==> config.mk <==
export PLATFORM = sky130hd
export DESIGN_NAME = truth_table_sequencer_flat
export DESIGN_NICKNAME = d
export VERILOG_FILES = /design/src/rtl/truth_table_sequencer_if.sv /design/src/rtl/truth_table_sequencer.sv /design/src/flat_wrapper.sv
export SDC_FILE = /design/constraint.sdc
export NUM_CORES = 1
export LEC_CHECK = 0
export ABC_AREA = 1
export CAP_MARGIN = 15
export CORE_MARGIN = 3
export CORE_UTILIZATION = 47
export DETAILED_ROUTE_END_ITERATION = 7
export PLACE_DENSITY = 0.75
export REMOVE_ABC_BUFFERS = 1
export SYNTH_ARGS = -nofsm -noshare
export SYNTH_HDL_FRONTEND = slang
export SYNTH_SLANG_ARGS = --single-unit
==> constraint.sdc <==
create_clock -name clk -period 1.5 [get_ports clk]
set_input_delay 0.225 -clock clk [delete_from_list [all_inputs] [get_ports clk]]
set_output_delay 0.225 -clock clk [all_outputs]
set_load 0.02 [all_outputs]
==> src/rtl/truth_table_sequencer_if.sv <==
// Bus between the truth-table sequencer and its user / circuit under test.
//   start              : request a run
//   Q                  : output of the circuit under test
//   A,B,C              : stimulus to the circuit under test ({A,B,C} = index)
//   busy/done/pass     : run status
//   response           : captured Q per index
//   fail_valid/_index  : lowest mismatching index after a run
// master = user side (drives start and Q), slave = sequencer.
interface truth_table_sequencer_if;
  logic       start;
  logic       Q;
  logic       A, B, C;
  logic       busy;
  logic       done;
  logic       pass;
  logic [7:0] response;
  logic       fail_valid;
  logic [2:0] fail_index;

  modport master (
    output start, Q,
    input  A, B, C, busy, done, pass, response, fail_valid, fail_index
  );
  modport slave (
    input  start, Q,
    output A, B, C, busy, done, pass, response, fail_valid, fail_index
  );
endinterface

==> src/rtl/truth_table_sequencer.sv <==
// Stimulus generator / response checker for a 3-input, 1-output registered
// circuit. Walks {A,B,C} through 000..111, holds each combination for
// HOLD_CYCLES cycles, then captures Q for one cycle. After index 7, the
// response is compared against EXPECTED.
//   clk   : rising-edge clock
//   reset : asynchronous, active-high
//   bus   : slave side of truth_table_sequencer_if
module truth_table_sequencer #(
  parameter int         HOLD_CYCLES = 1,   // 1..15
  parameter logic [7:0] EXPECTED    = 8'hE8
) (
  input logic                    clk,
  input logic                    reset,
  truth_table_sequencer_if.slave bus
);

  typedef enum logic [1:0] {IDLE, APPLY, CAPTURE, DONE} state_t;

  state_t     state, state_nx;
  logic [2:0] idx;
  logic [3:0] hcnt;
  logic [7:0] resp;
  logic       pass_r, fv_r;
  logic [2:0] fi_r;

  logic       start_run;
  logic       hold_end;
  logic [7:0] resp_nx;   // response including the bit being captured now
  logic [7:0] mism;
  logic [2:0] first_bad;

  // start is only honoured when no run is in progress.
  assign start_run = ((state == IDLE) || (state == DONE)) && bus.start;
  assign hold_end  = (hcnt == 4'(HOLD_CYCLES - 1));

  always_comb begin
    resp_nx      = resp;
    resp_nx[idx] = bus.Q;
    mism         = resp_nx ^ EXPECTED;
    first_bad    = 3'd0;
    // Scan downward so the lowest mismatching index wins.
    for (int i = 7; i >= 0; i--)
      if (mism[i]) first_bad = 3'(i);
  end

  always_comb begin
    state_nx = state;
    case (state)
      IDLE:    if (start_run) state_nx = APPLY;
      APPLY:   if (hold_end) state_nx = CAPTURE;
      CAPTURE: state_nx = (idx == 3'd7) ? DONE : APPLY;
      DONE:    if (start_run) state_nx = APPLY;
      default: state_nx = IDLE;
    endcase
  end

  always_ff @(posedge clk or posedge reset) begin
    if (reset) state <= IDLE;
    else       state <= state_nx;
  end

  always_ff @(posedge clk or posedge reset) begin
    if (reset) begin
      idx    <= '0;
      hcnt   <= '0;
      resp   <= '0;
      pass_r <= 1'b0;
      fv_r   <= 1'b0;
      fi_r   <= '0;
    end else if (start_run) begin
      idx    <= '0;
      hcnt   <= '0;
      resp   <= '0;
      pass_r <= 1'b0;
      fv_r   <= 1'b0;
      fi_r   <= '0;
    end else begin
      case (state)
        APPLY: hcnt <= hcnt + 4'd1;
        CAPTURE: begin
          resp <= resp_nx;
          if (idx == 3'd7) begin
            // Verdict uses resp_nx so the bit captured on this edge counts.
            pass_r <= (mism == 8'd0);
            fv_r   <= |mism;
            fi_r   <= first_bad;
          end else begin
            idx  <= idx + 3'd1;
            hcnt <= '0;
          end
        end
        default: ;
      endcase
    end
  end

  assign {bus.A, bus.B, bus.C} = idx;
  assign bus.busy       = (state == APPLY) || (state == CAPTURE);
  assign bus.done       = (state == DONE);
  assign bus.pass       = pass_r;
  assign bus.response   = resp;
  assign bus.fail_valid = fv_r;
  assign bus.fail_index = fi_r;

endmodule

==> src/flat_wrapper.sv <==
// flat-port wrapper written by rule: the top's interface ports become plain ports
module truth_table_sequencer_flat 
#(
  parameter int         HOLD_CYCLES = 1,           
  parameter logic [7:0] EXPECTED    = 8'hE8
)
  (clk, reset, bus_start, bus_Q, bus_A, bus_B, bus_C, bus_busy, bus_done, bus_pass, bus_response, bus_fail_valid, bus_fail_index);
  truth_table_sequencer_if bus_i ();
  input logic clk;
  input logic reset;
  input wire logic [$bits(bus_i.start)-1:0] bus_start;
  input wire logic [$bits(bus_i.Q)-1:0] bus_Q;
  output wire logic [$bits(bus_i.A)-1:0] bus_A;
  output wire logic [$bits(bus_i.B)-1:0] bus_B;
  output wire logic [$bits(bus_i.C)-1:0] bus_C;
  output wire logic [$bits(bus_i.busy)-1:0] bus_busy;
  output wire logic [$bits(bus_i.done)-1:0] bus_done;
  output wire logic [$bits(bus_i.pass)-1:0] bus_pass;
  output wire logic [$bits(bus_i.response)-1:0] bus_response;
  output wire logic [$bits(bus_i.fail_valid)-1:0] bus_fail_valid;
  output wire logic [$bits(bus_i.fail_index)-1:0] bus_fail_index;
  assign bus_i.start = bus_start;
  assign bus_i.Q = bus_Q;
  assign bus_A = bus_i.A;
  assign bus_B = bus_i.B;
  assign bus_C = bus_i.C;
  assign bus_busy = bus_i.busy;
  assign bus_done = bus_i.done;
  assign bus_pass = bus_i.pass;
  assign bus_response = bus_i.response;
  assign bus_fail_valid = bus_i.fail_valid;
  assign bus_fail_index = bus_i.fail_index;
  truth_table_sequencer #(.HOLD_CYCLES(HOLD_CYCLES), .EXPECTED(EXPECTED)) u_core (.clk(clk), .reset(reset), .bus(bus_i));
endmodule
# ---- After elaboration in Yosys (flattened, before gate mapping)
# Index checks and enable logic that the tools add are counted.
dict set report totals {
  register_bits 22
  latchBits 0
  ram_bits 0
  rom_bits 0
  word_cells 68
  memories 0
}
dict set report op_classes {
  addsub 2
  mul 0
  n_div 0
  magnitude_cmp 2
  n_eq_ne 8
  shift 0
  n_mux 32
  bitwise_logic 1
  reduce_logical 16
}
# cell count
set op_table {}
lappend op_table {{3-bit 2-to-1 mux} 14}
lappend op_table {{8-bit 2-to-1 mux} 2}
lappend op_table {{8-bit bitwise mux} 1}
lappend op_table {{8-bit zero test} 1}
lappend op_table {{4-bit 2-to-1 mux} 2}
lappend op_table {{4-bit case mux with 2 select lines} 1}
lappend op_table {{2-bit AND reduction} 4}
lappend op_table {{8-bit OR reduction} 1}
lappend op_table {{1-bit 2-to-1 mux} 7}
lappend op_table {{2-bit 2-to-1 mux} 3}
lappend op_table {{2-bit by 1-bit inequality test with 1-bit output, second input constant} 3}
lappend op_table {{2-bit case mux with 3 select lines} 1}
lappend op_table {{4-bit by 1-bit adder with 4-bit output, second input constant} 1}
lappend op_table {{2-bit == test, second input constant} 2}
lappend op_table {{4-bit zero test} 1}
lappend op_table {{3-bit by 4-bit < comparator with 1-bit output, second input constant} 1}
lappend op_table {{4-bit NOT} 1}
lappend op_table {{2-bit nonzero test} 2}
lappend op_table {{3-bit by 1-bit adder with 3-bit output, second input constant} 1}
lappend op_table {{1-bit demux with 3-bit select} 1}
lappend op_table {{3-bit == test, second input constant} 1}
lappend op_table {{3-bit by 1-bit >= comparator with 1-bit output, second input constant} 1}
lappend op_table {{3-bit by 2-bit inequality test with 1-bit output, second input constant} 1}
lappend op_table {{3-bit nonzero test} 1}
lappend op_table {{5 further kinds} 7}

# ---- Longest topological paths before layout
dict set report logic_depth {
  depth_word 17
  ltp_mapped 12
  depth_no_buf 12
}

# ---- Worst setup path before layout
# No wires, ideal clock.
dict set report synth_timing {
  path_type {register to register}
  startpoint {register u_core.idx[0]}
  endpoint {register u_core.hcnt[3]}
  t_arrival_ns 1.655
  required_time_ns 1.423
  slack_ns -0.233
  stages_incl_launch_ff 9
  n_path_buf 0
  synth_period_minus_slack_ns 1.733
  path_cell_list {dfrtp_1 -> ha_1 -> ha_1 -> nand2_1 -> nor2_4 -> nor2_4 -> nand4_1 -> xor2_1 -> a21oi_1}
}
dict set report synth_via {
  elab_chain_cells 3
}
# element line
set synth_lines {}
lappend synth_lines {{from (decl)} truth_table_sequencer.sv:20} ;# logic [2:0] idx;
lappend synth_lines {{from (signal assigned)} truth_table_sequencer.sv:88} ;# idx <= idx + 3'd1;
lappend synth_lines {{3-bit == test} truth_table_sequencer.sv:82} ;# if (idx == 3'd7) begin
lappend synth_lines {{3-bit by 2-bit inequality test with 1-bit output (no source line)} --}
lappend synth_lines {{2-bit AND reduction (no source line)} --}
lappend synth_lines {{to (signal assigned)} truth_table_sequencer.sv:79} ;# APPLY: hcnt <= hcnt + 4'd1;
lappend synth_lines {{to (decl)} truth_table_sequencer.sv:21} ;# logic [3:0] hcnt;
# Every way passes these cells.
# A chain may end at the register's enable or synchronous reset.

# ---- Final worst setup path
dict set report layout_timing {
  startpoint {register u_core.state[1]}
  endpoint {register u_core.hcnt[3]}
}
dict set report layout_via {
  elab_chain_cells 5
  elab_cells_between_ends 11
}
# element line
set layout_lines {}
lappend layout_lines {{from (decl)} truth_table_sequencer.sv:19} ;# state_t state, state_nx;
lappend layout_lines {{from (signal assigned)} truth_table_sequencer.sv:59} ;# else state <= state_nx;
lappend layout_lines {{2-bit == test or 2-bit zero test (tied branches)} truth_table_sequencer.sv:33} ;# assign start_run = ((state == IDLE) || (state == DONE)) && bus.start;
lappend layout_lines {{1-bit logical OR} truth_table_sequencer.sv:33}
lappend layout_lines {{1-bit logical AND} truth_table_sequencer.sv:33}
lappend layout_lines {{3-bit by 2-bit inequality test with 1-bit output (no source line) or 3-bit nonzero test (tied branches)} --}
lappend layout_lines {{2-bit AND reduction (no source line)} --}
# Parallel ways exist; a longest one is shown, timed or not.

==> flow_summary.ini <==
[place]
gp_congestion = 0.795
dp_hpwl_mm = 2.41
portBuffers = 21

[power_and_ir_drop]
power_density_nw_per_um2 = 2230
pwr-share-clk_pct = 10.4
peakVddDrop_mv = 1.88
pwr-share-seq_pct = 21.0
power.total_mw = 4.47
switching_power_mw = 2.08
switching_share_pct = 46.4
power_frac_comb_pct = 68.6
cellLeakagePower_nw = 1.03
p_int_mw = 2.40

[detailed_routing]
dr_total_vias = 1280
first_iter_violations = 59
wl_per_cell_um = 14.5
routed_wl_mm = 3.56
drtPass1Iterations = 4
ant_nets = 0
drc = 0
vias_per_cell = 5.22

[die]
die-area_um2 = 3400
ioPinCount = 22
core_um2 = 2540
num_rows = 18
die_y_um = 58.3
dieWidth_um = 58.3
initial_core_util_pct = 50.5

[yosys]
synth_area_um2 = 1290
synth-warning-count = 0
ys_ff_latch = 22
synth_cell_types = 24
syn_inst = 157
avgSynthCellArea_um2 = 8.19
ys_seq_area_share_pct = 42.8

[timing]
fin_worst_skew_ns = 0.00490
slew_headroom_pct = 80.6
hold_ws_ns = 0.220
setup_slack_ns = -0.0718
drv_slew = 0
hold_viol = 0
min_period_over_period_pct = 105
fin_setup_tns_ns = -0.120
tightest_slew_ns = 0.291
max_freq_ghz = 0.636
period_needed_ns = 1.57
setup_viol = 4
rsz0062_at_grt = true

[cells_and_area]
num_antenna_cells = 0
drive_gt1_share_pct = 41.4
final_util_pct = 78.8
fin_nets = 227
area.growth.synth_to_final_pct = 55.9

[hold_path]
hold_path_class = in2async

[setup_path]
critPathCaptureType = flip-flop
r2r_slack_ns = -0.07
critPathLaunchType = flip-flop
worst_r2r_path_depth = 8
critPathRequiredTime_ns = 1.72
path_class = reg2reg
crit_fanout = 5
critPathArrivalTime_ns = 1.79

[clock_tree]
cts.path.max_buffers = 2
h-tree-depth = 1
clk_pin_slew_worst_paths_ns = 0.13
cts_hold_buf = 0
cts_sinks = 22
tritoncts = yes
cts_inserted_buffers = 3
clock_latency_ns = 0.32
root_buffer = clkbuf_4

[run_status]
status = finished with violations
violations = negative setup slack

[global_routing]
grt_max_degree = 23
grt_antenna_before_repair = 0
track_usage_pct = 20.3
grt_pass1_wl_mm = 5.33
grt_pass1_vias = 1223
overflow = 0

[job]
cap_viol_max_count = 0
[cell usage after synthesis (all sizes together)]
master	number	area share (%)
buf	2	1.8
nor3b	1	0.58
ha	7	6.8
xor2	2	1.4
nand4	3	1.5
nand2	43	13
nor2	15	6.3
a21oi	5	1.9
a22o	1	0.68
dfrtp	22	43
inv	22	6.4
o22ai	6	2.9
o21ai	14	6.9
nand3	8	3.9
and2	1	0.49
nor3	5	2.3
[layout make-up]
| cell class | instances | area [um2] |
|---|---|---|
| Multi-Input combinational cell | 111 | 801 |
| Sequential cell | 22 | 551 |
| Fill cell | 154 | 539 |
| Timing Repair Buffer | 56 | 469 |
| Inverter | 22 | 95.1 |
| Tap cell | 30 | 37.5 |
| Clock inverter | 1 | 30.0 |
| Clock buffer | 3 | 22.5 |
[power by group through the flow]
stage	clock [mW]	sequential, mW	combinational [mW]
after floorplan	0	1.12	1.19
after detailed placement	0	0.933	2.37
after CTS	0.475	0.928	2.42
final	0.464	0.939	3.07
after global placement	0	0.917	2.29
after global routing	0.489	0.953	3.34
[metrics by stage]
| stage | worst slack [ns] | instances | instance area (um2) |
|---|---|---|---|
| 2_1_floorplan | -0.291 | 155 | 1260 |
| 3_3_place_gp | -0.167 | 230 | 1690 |
| 3_5_place_dp | -0.157 | 230 | 1690 |
| 4_1_cts | -0.0478 | 237 | 1780 |
| 5_1_grt | -0.121 | 245 | 2010 |
| 6_report | -0.0718 | 245 | 2010 |
[cells in the final DEF, fill, tap and decap left out, types with 3 or more instances in the layout]
cell and count:
a21oi_1 3, buf_4 30, buf_6 6, clkbuf_4 3, clkdlybuf4s50_1 3, dfrtp_1 22, dlygate4sd2_1 15, ha_1 3
ha_2 3, inv_1 13, inv_2 6, nand2_1 31, nand2_2 10, nand3_1 4, nand3_4 3, nand4_1 3
nor2_1 8, nor2_4 5, nor3_1 4, o21ai_0 4, o21ai_1 3, o21ai_4 5, o22ai_1 5
[flip-flops by register name, summed over array words and instances, names as in the netlist]
| name | cells |
|---|---|
| u_core.bus.fail_index | 3 |
| u_core.bus.fail_valid | 1 |
| u_core.bus.pass | 1 |
| u_core.bus.response | 8 |
| u_core.hcnt | 4 |
| u_core.idx | 3 |
| u_core.state | 2 |
[repair_timing]
item                                    in CTS  in global routing
endpoints found under the setup margin      31                 18
setup buffers                                3                  8
gates resized for setup                     37                 43
pin swaps                                    6                 17
[critical path, cell delays in order, from the launching register on]
cell and delay (ns):
dfrtp_1 0.44, ha_4 0.31, nand2_4 0.05, inv_4 0.09, nor2_4 0.06, nor2_4 0.12
nand4_1 0.13, xor2_1 0.23, a21oi_2 0.05
[cells by family after synthesis]
| logic type | after synthesis | synth area share [%] |
|---|---|---|
| adder cells (fa/ha/maj) | 7 | 6.81 |
| AO/OA/AOI/OAI | 26 | 12.5 |
| XOR/XNOR | 2 | 1.36 |
| AND/OR/NAND/NOR | 76 | 28.4 |
| flip-flops | 22 | 42.8 |
| buffers and inverters | 24 | 8.17 |
[routing by layer]
metal	GRT usage, %	share of wire, %
met3	2.19	2.6
met5	0	0
met2	35.2	55
met4	10.6	2.0
met1	24.7	40
[path summary, 6_finish.rpt]
check                                    startpoint                       end
max                                 u_core.state[1]            u_core.hcnt[3]
max reg2reg                         u_core.state[1]            u_core.hcnt[3]
min in group clk           u_core.bus.fail_index[0]  u_core.bus.fail_index[0]
min                                           reset            u_core.hcnt[1]
max in group asynchronous                     reset           u_core.state[0]
min reg2reg                u_core.bus.fail_index[0]  u_core.bus.fail_index[0]
Note: power is estimated with default switching activity, not from simulation.
